`src/rtl/regfile_wb_arbiter_pkg.sv`:
```
// ---------------------------------------------------------------------------
// regfile_wb_arbiter_pkg
// Shared definitions for the register-file write-back arbiter:
//   - wb_sel_e    : register-file source select encodings (WB_PC/WB_ALU/WB_MEM)
//   - SRC_*       : source index constants (PC=0, ALU=1, MEM=2)
//   - pick_first  : returns a one-hot grant for the first requesting source
//                   found in a given three-entry search order
// ---------------------------------------------------------------------------
package regfile_wb_arbiter_pkg;

   typedef enum logic [1:0] {
      WB_PC  = 2'b00,
      WB_ALU = 2'b01,
      WB_MEM = 2'b10
   } wb_sel_e;

   localparam logic [1:0] SRC_PC  = 2'd0;
   localparam logic [1:0] SRC_ALU = 2'd1;
   localparam logic [1:0] SRC_MEM = 2'd2;

   // First requester in the order first, second, third wins; none -> 3'b000.
   function automatic logic [2:0] pick_first(
      input logic [2:0] req,
      input logic [1:0] first,
      input logic [1:0] second,
      input logic [1:0] third
   );
      logic [2:0] g;
      g = 3'b000;
      if (req[first]) begin
         g = 3'b001 << first;
      end else if (req[second]) begin
         g = 3'b001 << second;
      end else if (req[third]) begin
         g = 3'b001 << third;
      end else begin
         g = 3'b000;
      end
      return g;
   endfunction

endpackage

```
`src/rtl/regfile_wb_arbiter_wb_rr_picker.sv`:
```
// ---------------------------------------------------------------------------
// wb_rr_picker
// Three-request grant picker for the write-back arbiter. Purely combinational.
//   req        in  3  gated requests (bit index = source index)
//   last_grant in  2  index of the last granted source (WB_ARB_RR_EN only)
//   gnt        out 3  one-hot grant, zero when nothing requests
// Build option WB_ARB_RR_EN: round-robin starting after last_grant.
// Default build: fixed priority MEM > ALU > PC, no pointer input.
// ---------------------------------------------------------------------------
module wb_rr_picker
   import regfile_wb_arbiter_pkg::*;
(
   input  logic [2:0] req,
`ifdef WB_ARB_RR_EN
   input  logic [1:0] last_grant,
`endif
   output logic [2:0] gnt
);

   // Choose the search order and grant the first requester in it.
   always_comb begin
      gnt = 3'b000;
`ifdef WB_ARB_RR_EN
      case (last_grant)
         SRC_PC:  gnt = pick_first(req, SRC_ALU, SRC_MEM, SRC_PC);
         SRC_ALU: gnt = pick_first(req, SRC_MEM, SRC_PC,  SRC_ALU);
         SRC_MEM: gnt = pick_first(req, SRC_PC,  SRC_ALU, SRC_MEM);
         // Pointer never holds 3; behave as after an ALU grant.
         default: gnt = pick_first(req, SRC_MEM, SRC_PC,  SRC_ALU);
      endcase
`else
      gnt = pick_first(req, SRC_MEM, SRC_ALU, SRC_PC);
`endif
   end

endmodule

```
`src/rtl/regfile_wb_arbiter.sv`:
```
// ---------------------------------------------------------------------------
// regfile_wb_arbiter
// Arbitrates three write-back sources (PC+4 link, ALU, load) onto a single
// register-file write port with one registered output stage.
// Ports:
//   clk, rst                    clock, synchronous active-high reset
//   {pc,alu,mem}_valid/rd/data  per-source write-back request
//   {pc,alu,mem}_ready          combinational grant (transfer on valid&&ready)
//   wb_stall                    blocks new grants while high
//   write_enable, rd, WBSel     registered register-file controls
//   PC, ALU_out, dmem_out       registered data; only the selected one nonzero
//   q_rs1/q_rs2 -> q_busy1/2    combinational pending-write hazard query
// Build option WB_ARB_RR_EN selects round-robin arbitration (pointer resets
// to ALU); otherwise fixed priority MEM > ALU > PC without pointer state.
// ---------------------------------------------------------------------------
module regfile_wb_arbiter
   import regfile_wb_arbiter_pkg::*;
#(
   parameter int XLEN = 32
) (
   input  logic            clk,
   input  logic            rst,
   input  logic            pc_valid,
   input  logic [4:0]      pc_rd,
   input  logic [XLEN-1:0] pc_data,
   input  logic            alu_valid,
   input  logic [4:0]      alu_rd,
   input  logic [XLEN-1:0] alu_data,
   input  logic            mem_valid,
   input  logic [4:0]      mem_rd,
   input  logic [XLEN-1:0] mem_data,
   output logic            pc_ready,
   output logic            alu_ready,
   output logic            mem_ready,
   input  logic            wb_stall,
   output logic            write_enable,
   output logic [4:0]      rd,
   output logic [1:0]      WBSel,
   output logic [XLEN-1:0] PC,
   output logic [XLEN-1:0] ALU_out,
   output logic [XLEN-1:0] dmem_out,
   input  logic [4:0]      q_rs1,
   input  logic [4:0]      q_rs2,
   output logic            q_busy1,
   output logic            q_busy2
);

   logic [2:0]      req_s;
   logic [2:0]      gnt_s;
   logic            xfer_s;
   wb_sel_e         sel_src_s;
   logic [4:0]      sel_rd_s;
   logic [XLEN-1:0] sel_data_s;

   logic            we_r;
   logic [4:0]      rd_r;
   wb_sel_e         wbsel_r;
   logic [XLEN-1:0] pc_r;
   logic [XLEN-1:0] alu_r;
   logic [XLEN-1:0] mem_r;

   // Register q is pending if the output stage or any live request targets it.
   function automatic logic hazard(
      input logic [4:0] q,
      input logic       out_we,
      input logic [4:0] out_rd,
      input logic [2:0] v,
      input logic [4:0] r0,
      input logic [4:0] r1,
      input logic [4:0] r2
   );
      logic b;
      b = 1'b0;
      if (q != 5'd0) begin
         b = (out_we && (out_rd == q)) ||
             (v[0] && (r0 == q)) ||
             (v[1] && (r1 == q)) ||
             (v[2] && (r2 == q));
      end else begin
         b = 1'b0;
      end
      return b;
   endfunction

   // Stall and reset suppress every request before it reaches the picker.
   assign req_s = {mem_valid, alu_valid, pc_valid} & {3{~wb_stall & ~rst}};

`ifdef WB_ARB_RR_EN
   logic [1:0] last_grant_r;

   wb_rr_picker u_picker (
      .req        (req_s),
      .last_grant (last_grant_r),
      .gnt        (gnt_s)
   );

   // Round-robin pointer: reset to ALU, advance only on a transfer.
   always_ff @(posedge clk) begin
      if (rst) begin
         last_grant_r <= SRC_ALU;
      end else begin
         case (gnt_s)
            3'b001:  last_grant_r <= SRC_PC;
            3'b010:  last_grant_r <= SRC_ALU;
            3'b100:  last_grant_r <= SRC_MEM;
            default: last_grant_r <= last_grant_r;
         endcase
      end
   end
`else
   wb_rr_picker u_picker (
      .req (req_s),
      .gnt (gnt_s)
   );
`endif

   assign pc_ready  = gnt_s[0];
   assign alu_ready = gnt_s[1];
   assign mem_ready = gnt_s[2];
   assign xfer_s    = |gnt_s;

   // Mux the granted source's destination, data and select encoding.
   always_comb begin
      sel_src_s  = WB_PC;
      sel_rd_s   = 5'd0;
      sel_data_s = {XLEN{1'b0}};
      case (gnt_s)
         3'b001: begin
            sel_src_s  = WB_PC;
            sel_rd_s   = pc_rd;
            sel_data_s = pc_data;
         end
         3'b010: begin
            sel_src_s  = WB_ALU;
            sel_rd_s   = alu_rd;
            sel_data_s = alu_data;
         end
         3'b100: begin
            sel_src_s  = WB_MEM;
            sel_rd_s   = mem_rd;
            sel_data_s = mem_data;
         end
         default: begin
            sel_src_s  = WB_PC;
            sel_rd_s   = 5'd0;
            sel_data_s = {XLEN{1'b0}};
         end
      endcase
   end

   // Single output stage; idle cycles and reset present all-zero outputs.
   always_ff @(posedge clk) begin
      if (rst) begin
         we_r    <= 1'b0;
         rd_r    <= 5'd0;
         wbsel_r <= WB_PC;
         pc_r    <= {XLEN{1'b0}};
         alu_r   <= {XLEN{1'b0}};
         mem_r   <= {XLEN{1'b0}};
      end else if (xfer_s) begin
         // x0 writes are consumed but never reach the register file.
         we_r    <= (sel_rd_s != 5'd0);
         rd_r    <= sel_rd_s;
         wbsel_r <= sel_src_s;
         pc_r    <= (sel_src_s == WB_PC)  ? sel_data_s : {XLEN{1'b0}};
         alu_r   <= (sel_src_s == WB_ALU) ? sel_data_s : {XLEN{1'b0}};
         mem_r   <= (sel_src_s == WB_MEM) ? sel_data_s : {XLEN{1'b0}};
      end else begin
         we_r    <= 1'b0;
         rd_r    <= 5'd0;
         wbsel_r <= WB_PC;
         pc_r    <= {XLEN{1'b0}};
         alu_r   <= {XLEN{1'b0}};
         mem_r   <= {XLEN{1'b0}};
      end
   end

   assign write_enable = we_r;
   assign rd           = rd_r;
   assign WBSel        = wbsel_r;
   assign PC           = pc_r;
   assign ALU_out      = alu_r;
   assign dmem_out     = mem_r;

   assign q_busy1 = hazard(q_rs1, we_r, rd_r, {mem_valid, alu_valid, pc_valid},
                           pc_rd, alu_rd, mem_rd);
   assign q_busy2 = hazard(q_rs2, we_r, rd_r, {mem_valid, alu_valid, pc_valid},
                           pc_rd, alu_rd, mem_rd);

endmodule

```
`config.mk`:
```
export PLATFORM = sky130hd
export DESIGN_NAME = regfile_wb_arbiter
export DESIGN_NICKNAME = d
export VERILOG_FILES = /design/src/rtl/regfile_wb_arbiter_pkg.sv /design/src/rtl/regfile_wb_arbiter_wb_rr_picker.sv /design/src/rtl/regfile_wb_arbiter.sv
export SDC_FILE = /design/constraint.sdc
export NUM_CORES = 1
export LEC_CHECK = 0
export ABC_AREA = 1
export ABC_CLOCK_PERIOD_IN_PS = 990
export BUFFER_PORTS_ARGS = -buffer_cell sky130_fd_sc_hd__buf_2
export CAP_MARGIN = 10
export CELL_PAD_IN_SITES_DETAIL_PLACEMENT = 0
export CELL_PAD_IN_SITES_GLOBAL_PLACEMENT = 1
export CORE_MARGIN = 4
export CORE_UTILIZATION = 28
export DETAILED_ROUTE_END_ITERATION = 8
export PLACE_DENSITY = 0.76
export SYNTH_ARGS = -nofsm -noshare
export SYNTH_HDL_FRONTEND = slang
export SYNTH_SLANG_ARGS = --single-unit
```
`constraint.sdc`:
```
create_clock -name clk -period 0.99 [get_ports clk]
set_input_delay 0.099 -clock clk [delete_from_list [all_inputs] [get_ports clk]]
set_output_delay 0.099 -clock clk [all_outputs]
set_load 0.005 [all_outputs]
```
Word level (Yosys, flattened, before mapping) --
Index checks and enable logic that the tools add are counted.
Storage, ports and cells: output and inout bits 109, register bits 104, word-level logic and storage cells 58
Operators by class: equal/unequal tests 13, reductions and logical operators 23, bitwise logic cells 8, mux-type cells 8
Operator list (number):
- $pmux W32 S3 | 1
- $eq A5 B5 Y1 | 8
- $pmux W5 S3 | 1
- $reduce_bool A5 Y1 | 3
- $reduce_or A3 Y1 | 4
- $logic_and A1 B1 Y1 | 8
- $logic_or A1 B1 Y1 | 6
- $mux W3 | 2
- $not A1 Y1 | 6
- $pmux W2 S2 | 1
- $and A3 B3 Y3 | 1
- $eq A3 B1 Y1 const B | 1
- $eq A3 B2 Y1 const B | 1
- $eq A3 B3 Y1 const B | 1
- $mux W1 | 3
- $eq A2 B1 Y1 const B | 1
- $eq A2 B2 Y1 const B | 1
- $logic_not A2 Y1 | 1
- $reduce_or A2 Y1 | 1
- $and A1 B1 Y1 | 1

Logic depth before layout (Yosys ltp) --
word-level depth 11, mapped depth 8, depth with buffers taken out 8

By module --
From an unflattened synthesis, not the netlist that was laid out.
Unflattened totals: cells, all modules 684, area, all modules 4468.0 µm²
By module, submodules not included:
- regfile_wb_arbiter | sequential area each 2082.0 µm², area each 4440.5 µm², cells an instance 679, instances 1
- wb_rr_picker | sequential area each 0.0 µm², area each 27.5 µm², cells an instance 5, instances 1

Least setup slack after synthesis --
Ideal clock, no wire load.
kind register -> output, start register rd_r[0] (netlist: rd[0]), end output q_busy2, data required time 891 ps, setup slack 35 ps, cell stages (with the launch flop) 9, arrival time 856 ps, cell sequence dfxtp_1 > inv_1 > nand2_1 > nand2_1 > nor2_1 > nand3_1 > nand2_1 > nor2_1 > nor2_1
Between the ends: word-level cells in the longest chain between the ends 6
Ends and longest elaborated chain:
- from (decl) | RTL line regfile_wb_arbiter.sv:56 | logic [4:0] rd_r;
- from (signal assigned) | RTL line regfile_wb_arbiter.sv:163 | rd_r <= sel_rd_s;
- $eq A5 B5 Y1 | RTL line regfile_wb_arbiter.sv:75 | b = (out_we && (out_rd == q)) ||
- $logic_and A1 B1 Y1 | RTL line regfile_wb_arbiter.sv:75
- $logic_or A1 B1 Y1 | RTL line regfile_wb_arbiter.sv:75
- $logic_or A1 B1 Y1 | RTL line regfile_wb_arbiter.sv:76 | (v[0] && (r0 == q)) ||
- $logic_or A1 B1 Y1 | RTL line regfile_wb_arbiter.sv:77 | (v[1] && (r1 == q)) ||
- $mux W1 | RTL line regfile_wb_arbiter.sv:74 | if (q != 5'd0) begin
- to (decl) | RTL line regfile_wb_arbiter.sv:45 | output logic q_busy2
No other way between the ends.

Worst setup path after layout --
start register rd_r[1] (netlist: rd[1]), end output q_busy1
Between the ends: word-level cells in the longest chain between the ends 6
Ends and longest elaborated chain:
- $eq A5 B5 Y1 | RTL line regfile_wb_arbiter.sv:75
- $logic_and A1 B1 Y1 | RTL line regfile_wb_arbiter.sv:75
- $logic_or A1 B1 Y1 | RTL line regfile_wb_arbiter.sv:75
- $logic_or A1 B1 Y1 | RTL line regfile_wb_arbiter.sv:76
- $logic_or A1 B1 Y1 | RTL line regfile_wb_arbiter.sv:77
- $mux W1 | RTL line regfile_wb_arbiter.sv:74
- to (decl) | RTL line regfile_wb_arbiter.sv:44 | output logic q_busy1,
No other way between the ends.

==> qor.csv <==
stage,metric,value,unit
run_status,status,finished with violations,
run_status,failing checks,setup timing,
global_route,initial antenna violation count,0,
timing,Relative slew margins,77.7,%
pwr,Sw Share,25.0,%
final_layout,multi-input logic area,1140,um^2
timing,Worst-Margin Slew,0.335,ns
placement,DP Wirelength,9980,um
worst_setup_path,crit path buf inv count,2,
worst_setup_path,WP depth,9,
clocking,Root Driver,clkbuf_16,
worst_setup_path,CP arrival,1.36,ns
worst_setup_path,CP max FO,4,
global_route,largest net degree at the start of global routing,34,
clocking,Max clock buf depth,2,
logic_synthesis,"Seq/Total Area, Yosys",55.4,%
timing,RSZ-0062 raised after global routing,yes,
logic_synthesis,Yosys reg bits,104,
min_path,cell count of the worst hold path,3,
worst_setup_path,crit end category,output port,
floorplan,Die Span Y,124,um
pwr,Comb power frac,14.6,%
final_layout,"commonest non-fill, non-tap cell in the layout",buf_2,
pwr,P_leak,0.00405,uW
global_route,first-pass GRT wire length,20000,um
routing,post-DR wirelength/cell,12.3,um
logic_synthesis,Syn Area/Cell,7.08,um^2
routing,via count,4206,
logic_synthesis,Synth cell types,16,
worst_setup_path,kind of critical path,reg -> out,
worst_setup_path,Crit path max-delay family,simple AND/OR/NAND/NOR gates,
global_route,vias in the first global route,4166,
routing,DRT Pass-1 Iters,4,
final_layout,fraction of layout cells with a size suffix above 1,34.0,%
clocking,CTS Buf Count,9,
worst_setup_path,CP required,0.89,ns
routing,Starting DRT DRC Count,184,
clocking,CTS tree,done,
final_layout,Fillers,1277,
pwr,NetSw,2250,uW
floorplan,I/O Pins,236,
routing,DRC Markers,0,
logic_synthesis,syn_nets,658,
timing,Hold Fails Final Rpt,0,
global_route,GRT Total Usage,16.8,%
worst_setup_path,CP max stage delay,0.37,ns
final_layout,Finished Layout Cells,1081,
timing,Achievable Freq,685,MHz
timing,max-slew violation count,0,
timing,Min Hold Slack,0.0149,ns
placement,Port Buffers,235,
timing,Final setup viols,5,
timing,total negative slack,-1.24,ns
final_layout,number of diodes,0,
pwr,PwrDens,1350,nW/um^2
routing,vias per cell,3.89,
floorplan,die area,15300,um^2
worst_setup_path,worst-path cell chain,"inv_1, nand2_1, nand2_1, nor2_1, nand3_1, nand2_1, nor2_1, nor2_1, buf_2",
logic_synthesis,Mapped Cells,531,
timing,share of the clock period used by the worst path,147,%
floorplan,Die Wd,124,um
final_layout,Sequential Area,2090,um^2
logic_synthesis,"Cell Area, Synth",3760,um^2
floorplan,Initial Util,28.5,%
pwr,Reg power frac,47.7,%
final_layout,final net count,1027,
floorplan,Placement Rows,42,
clocking,"Clk pin slew, worst setup/hold paths",0.07,ns
pwr,Clk network pwr share,37.7,%
pwr,worst ir drop on vdd,0.651,mV
pwr,Pint,6760,uW
job,Max-Cap Viols,0,
routing,ANT nets after route,0,
clocking,CTS Sinks,104,
global_route,"Remaining Overflow, GRT",0,
worst_setup_path,Startpoint Class,register,
clocking,CTS H-tree lvls,3,
placement,placed cell count,968,
floorplan,core area,13200,um^2
timing,final worst slack,-0.469,ns
placement,GPL Wtd Cong,0.952,
timing,Tmin final,1.46,ns
final_layout,most frequent cells in the layout,"buf_2 (232), nor2_1 (134), inv_1 (128), nand2_1 (114), dfxtp_1 (99)",
logic_synthesis,Synth Warn #,0,
final_layout,Syn-to-layout area delta,78.0,%
worst_setup_path,Worst path slowest cell,dfxtp_4,
min_path,Tightest Hold Check Type,in -> reg,
routing,Routed Wire Length,13300,um
## final timing paths
| check | start | end | slack (ns) |
|---|---|---|---|
| worst min-delay path | mem_data[9] | dmem_out[9] | 0.01 |
| worst max-delay path | rd[1] | q_busy1 | -0.47 |
## cell type report
class                      count  area share [%]
multi-input combinational    283            17.1
clock inverter                 7           0.916
timing repair buffer         367            36.5
inverter                     135            7.57
sequential                   104            31.3
clock buffer                   9            3.37
tap                          176            3.29
## power groups by stage
stage	clock network, uW	registers (uW)	logic [uW]
2_1_floorplan	0	4410	365
3_3_place_gp	0	4390	989
3_5_place_dp	0	4390	983
4_1_cts	3550	4300	1300
5_1_grt	3730	4310	1460
6_report	3390	4300	1310
## tightest hold or removal path: cells and delay by family
kind          cells  cell delay, ns
buf+inv           2            0.12
simple gates      1            0.09
## timing repair
item | in CTS | in global routing
pin swaps | 7 | 7
hold buffers | 95 | 0
setup buffers | 1 | 1
resized for setup | 14 | 6
endpoints found under the hold margin | 95 | 0
setup endpoints to repair | 5 | 6
## synth_stat cells (all sizes together)
library cell / instances / share of area, %
nor2: 138 / 14
nand3: 17 / 2.5
nor3: 2 / 0.27
o21ai: 4 / 0.53
inv: 135 / 13
buf: 9 / 1.1
o22ai: 1 / 0.17
nand4: 5 / 0.83
nand2: 116 / 12
dfxtp: 104 / 55
## state kept, by name (all words and copies together) (netlist names)
name          flops
rd                5
PC               32
dmem_out         32
WBSel             2
write_enable      1
ALU_out          32
## metal layers
| layer | wire length (um) | vias to the layer above | global-route usage (%) |
|---|---|---|---|
| met3 | 987 | 26 | 3.77 |
| met1 | 5030 | 1805 | 17.6 |
| li1 | - | 2229 | - |
| met4 | 401 | 0 | 7.54 |
| met5 | 0 | - | 0 |
| met2 | 6890 | 146 | 31.6 |
## cells by family (layout without fill, tap and decap cells)
kind of cell           after synthesis  count (layout)  share of synthesized area [%]
flip-flops                         104             104                           55.4
AO/OA/AOI/OAI                        5               5                          0.699
buffers and inverters              144             518                           14.6
AND/OR/NAND/NOR                    278             278                           29.3
## through the flow
stage               worst slack, ns  power (uW)  utilization [%]  area, um^2
floorplan                    0.0348        4770                -        3760
global placement             -0.175        5380             40.9        5390
detailed placement           -0.167        5380             40.9        5390
global route                 -0.610        9490             50.7        6690
CTS                          -0.493        9140             50.6        6670
finish                       -0.469        9000             50.7        6690
No activity file was read; power rests on OpenSTA's default activity.
